## config.mk

```make
export PLATFORM = sky130hd
export DESIGN_NAME = fetch_queue
export DESIGN_NICKNAME = d
export VERILOG_FILES = /design/src/rtl/fetch_queue.sv
export SDC_FILE = /design/constraint.sdc
export NUM_CORES = 1
export LEC_CHECK = 0
export ABC_AREA = 1
export CORE_UTILIZATION = 51
export CTS_CLUSTER_SIZE = 10
export DETAILED_ROUTE_END_ITERATION = 8
export GPL_TIMING_DRIVEN = 0
export PLACE_DENSITY = 0.77
export SLEW_MARGIN = 0
export SYNTH_ARGS = -nofsm -noshare
export SYNTH_HDL_FRONTEND = slang
export SYNTH_SLANG_ARGS = --single-unit
```

## constraint.sdc

```tcl
create_clock -name clk -period 1.5 [get_ports clk]
set_input_delay 0.3 -clock clk [delete_from_list [all_inputs] [get_ports clk]]
set_output_delay 0.3 -clock clk [all_outputs]
set_load 0.01 [all_outputs]
```

## src/rtl/fetch_queue.sv

```systemverilog
// rtl/fetch_queue.sv - PC generator feeding a DEPTH-entry prefetch FIFO toward decode
module fetch_queue #(
   parameter int unsigned           XLEN     = 32,
   parameter int unsigned           DEPTH    = 4,
   parameter logic [XLEN-1:0]       RESET_PC = '0
) (
   input  logic                      clk,
   input  logic                      reset_n,
   output logic [XLEN-1:0]           imem_addr,
   input  logic [31:0]               imem_data,
   input  logic                      imem_valid,
   input  logic                      redirect_valid,
   input  logic [XLEN-1:0]           redirect_pc,
   output logic                      deq_valid,
   input  logic                      deq_ready,
   output logic [31:0]               deq_instr,
   output logic [XLEN-1:0]           deq_pcplus4,
   output logic [$clog2(DEPTH):0]    count
);

   localparam int unsigned PW = $clog2(DEPTH);
   localparam int unsigned CW = PW + 1;
   localparam logic [CW-1:0] FULL_COUNT = CW'(DEPTH);

   logic [XLEN-1:0] pc;
   logic [XLEN-1:0] pc_plus4;
   logic [PW-1:0]   rd_ptr;
   logic [PW-1:0]   wr_ptr;
   logic [CW-1:0]   count_q;
   logic [31:0]     instr_mem [DEPTH];
   logic [XLEN-1:0] pcp4_mem  [DEPTH];
   logic            enq;
   logic            deq;

   assign pc_plus4    = pc + XLEN'(4);
   assign imem_addr   = pc;
   assign count       = count_q;
   assign deq_valid   = (count_q != '0);
   assign deq         = deq_valid & deq_ready;
   // A full queue may still accept when its head leaves in the same cycle
   assign enq         = imem_valid & ~redirect_valid & ((count_q < FULL_COUNT) | deq);
   assign deq_instr   = instr_mem[rd_ptr];
   assign deq_pcplus4 = pcp4_mem[rd_ptr];

   always_ff @(posedge clk or negedge reset_n) begin
      if (!reset_n) begin
         pc      <= RESET_PC;
         rd_ptr  <= '0;
         wr_ptr  <= '0;
         count_q <= '0;
         for (int i = 0; i < DEPTH; i++) begin
            instr_mem[i] <= '0;
            pcp4_mem[i]  <= '0;
         end
      end else if (redirect_valid) begin
         // Flush: queued entries and any head being consumed are dropped
         pc      <= redirect_pc;
         rd_ptr  <= '0;
         wr_ptr  <= '0;
         count_q <= '0;
      end else begin
         if (enq) begin
            instr_mem[wr_ptr] <= imem_data;
            pcp4_mem[wr_ptr]  <= pc_plus4;
            wr_ptr            <= wr_ptr + PW'(1);
            pc                <= pc_plus4;
         end
         if (deq) begin
            rd_ptr <= rd_ptr + PW'(1);
         end
         if (enq && !deq) begin
            count_q <= count_q + CW'(1);
         end else if (deq && !enq) begin
            count_q <= count_q - CW'(1);
         end
      end
   end

endmodule

```

==> results.json <==
{
  "core-area_sq_um": 26300,
  "insertion_delay_ns": 0.54,
  "grt_max_degree": 119,
  "fin_skew_ns": 0.0234,
  "final_antenna_net_count": 0,
  "drv_slew": 0,
  "numCtsBuffers": 36,
  "synth_edf_count": 0,
  "synth-seq-cells": 295,
  "instances_no_fill": 2367,
  "vias_per_cell": 6.37,
  "pin_count": 169,
  "preCtsSetupSlack_ns": -1.10,
  "rsz0062_at_grt": "true",
  "grt_pass1_wl_microns": 69600,
  "yosys_most_used_dff": "dfrtp_1",
  "clk_path_buf_depth": 3,
  "die_w_microns": 167,
  "finalSetupViolCount": 299,
  "grt_use_total_pct": 31.8,
  "synth_top_area_cell": "dfrtp_1",
  "synth_top_area_share_pct": 53.5,
  "area_growth_pct": 53.7,
  "p_total_mw": 38.0,
  "leakage_nw": 10.1,
  "hold_viol": 91,
  "cts.htree.levels": 2,
  "insertedDiodeCount": 0,
  "period_needed_ns": 2.35,
  "ys_seq_area_share_pct": 53.5,
  "synthMuxAreaShare_pct": 0,
  "syn_avg_cell_area_sq_um": 8.04,
  "dpl_cell_area_sq_um": 16400,
  "fin_crit_sh_pct": 157,
  "grt_antenna_before_repair": 1,
  "cts_tree": "yes",
  "dieHeight_microns": 167,
  "ys_warn_count": 0,
  "fin_util_pct": 80.7,
  "finalNetCount": 2098,
  "dieArea_sq_um": 27700,
  "std_cell_rows": 59,
  "syn_area_sq_um": 13800,
  "violations": "DRC, hold timing, setup timing",
  "drc_errors": 10,
  "clock-sinks": 295,
  "synth_async_sr_flop_share_pct": 100,
  "cp.required_ns": 1.20,
  "place_inst": 2220,
  "cp-end-kind": "output port",
  "worst_pin_slew_ns": 0.745,
  "yosys.area_share.simple_pct": 22.4,
  "drv_cap": 0,
  "slew_headroom_pct": 50.3,
  "vias": 15100,
  "dr.pass1.iters": 9,
  "gr-total-overflow": 0,
  "finalInstanceArea_sq_um": 21200,
  "dp_hpwl_microns": 28400,
  "outcome": "finished with violations",
  "synthTopCellsByCount": "nand2_1 (555), o21ai_0 (323), dfrtp_1 (295), nor2_1 (158), inv_1 (95)",
  "clk_pin_slew_ns": 0.06,
  "synth_compound_area_share_pct": 16.2,
  "critPathArrivalTime_ns": 2.05,
  "crit_path_start_kind": "flop",
  "power.density_nw_per_um2": 1790,
  "fmax_mhz": 425,
  "synth_most_common_cell": "nand2_1",
  "critPathKind": "flop to output port",
  "synth_cell_types": 33,
  "cts_root_buf": "clkbuf_16",
  "drive_above_1_share_pct": 43.3,
  "post_drt_wl_per_cell_microns": 24.3,
  "setup_tns_ns": -83.61,
  "synthAdderAreaFrac_pct": 0.598,
  "synth_top_family_by_area": "simple AND/OR/NAND/NOR gates",
  "synth_xor_area_share_pct": 0.916,
  "whs_ns": -0.302,
  "synth_fp_nets": 1791,
  "hp-class": "primary input to async pin",
  "initial_utilization_pct": 52.5,
  "port_buffers": 167,
  "synth_area_leaders": "dfrtp_1 (53%), nand2_1 (15%), o21ai_0 (12%), nor2_1 (4.3%), o22ai_1 (2.9%)",
  "postRouteWirelength_microns": 57500,
  "gp_congestion": 0.874,
  "synthCells": 1716,
  "fin_ws_ns": -0.850,
  "crit_fanout": 7,
  "grt_pass1_vias": 13200,
  "drt-initial-drc-count": 1999,
  "peakVddDrop_mv": 0.838
}
-- worst paths after layout --
| kind | endpoint | slack, ns | depth (start not counted) | from |
|---|---|---|---|---|
| min | instr_mem[121]$_DFFE_PN0P_ | -0.30 | 1 | reset_n |
| min in group clk | imem_addr[12]$_DFFE_PN0N_ | 0.19 | 4 | redirect_valid |
| max reg2reg | pcp4_mem[114]$_DFFE_PN0P_ | -0.41 | 8 | imem_addr[3]$_DFFE_PN0N_ |
| min reg2reg | instr_mem[88]$_DFFE_PN0P_ | 0.48 | 2 | instr_mem[88]$_DFFE_PN0P_ |
| max | deq_pcplus4[18] | -0.85 | 7 | rd_ptr[0]$_DFFE_PN0P_ |
| max in group asynchronous | imem_addr[28]$_DFFE_PN0N_ | 0.41 | 3 | reset_n |
-- area by class of cell --
cell class,instances,area [sq um]
Inverter,102,422
Clock inverter,3,26.3
Sequential cell,295,7410
Multi-Input combinational cell,1214,7930
Fill cell,1361,5070
Clock buffer,44,962
Buffer,102,1340
Tap cell,335,419
Timing Repair Buffer,272,2700
-- registers in the layout (all words and copies together), names as in the netlist --
register	flops
wr_ptr	2
pcp4_mem	128
instr_mem	128
rd_ptr	2
count	3
imem_addr	32
-- worst max-delay path, cell delays in order (launching register included) --
cell and delay [ns]:
dfrtp_1 0.41, buf_6 0.16, clkinv_8 0.09, clkbuf_16 0.16
buf_8 0.14, nor2_4 0.05, o22ai_4 0.29, buf_2 0.19
-- where the power goes --
group / total (mW) / switching [mW] / internal [mW]
Combinational: 16.0 / 9.01 / 7.01
Sequential: 14.0 / 2.94 / 11.1
Clock: 7.92 / 3.44 / 4.48
Total: 38.0 / 15.4 / 22.6
-- cell families (layout without fill, tap and decap cells) --
| family | count (synthesis) | in the layout |
|---|---|---|
| DFF | 295 | 295 |
| and+or+nand+nor | 774 | 774 |
| adders and majority gates | 6 | 6 |
| AOI/OAI and AO/OA | 423 | 423 |
| buffers and inverters | 207 | 523 |
| xor gates and xnor gates | 11 | 11 |
-- routing by layer --
metal	vias to the layer above	global-route usage (%)	part of all wire (%)
li1	6184	-	-
met4	2	13.6	7.0
met3	359	5.44	10
met5	-	0	0.014
met1	7300	42.8	35
met2	1237	51.2	47
-- cells in the final DEF, fill, tap and decap left out, types with 8 or more instances in the layout --
| cell | synthesis | layout |
|---|---|---|
| o21ai_0 | 323 | 109 |
| nand2_4 | 2 | 63 |
| inv_2 | 2 | 9 |
| xor2_4 | 0 | 9 |
| o22ai_2 | 0 | 63 |
| nand2_1 | 555 | 395 |
| clkbuf_2 | 0 | 9 |
| nor2_1 | 158 | 63 |
| nor2_4 | 9 | 32 |
| buf_2 | 51 | 81 |
| buf_4 | 3 | 53 |
| buf_12 | 0 | 28 |
| nand3_2 | 1 | 21 |
| clkdlybuf4s50_1 | 0 | 66 |
| clkbuf_1 | 46 | 9 |
| buf_8 | 0 | 24 |
| nor2_2 | 1 | 73 |
| clkbuf_8 | 0 | 15 |
| inv_1 | 95 | 86 |
| nand2_2 | 11 | 105 |
| o21ai_4 | 0 | 8 |
| nand3_1 | 33 | 8 |
| o21ai_1 | 21 | 118 |
| clkbuf_4 | 0 | 12 |
| o21ai_2 | 0 | 109 |
| buf_6 | 4 | 52 |
| dfrtp_2 | 0 | 19 |
| clkbuf_16 | 0 | 59 |
| dfrtp_1 | 295 | 276 |
-- what timing repair did --
item	in CTS	in global routing
buffers inserted	21	60
endpoints found under the setup margin	381	374
endpoints found under the hold margin	91	91
pin swaps	15	94
cloned	4	19
gates resized for setup	618	902
No activity file was read; power rests on OpenSTA's default activity.
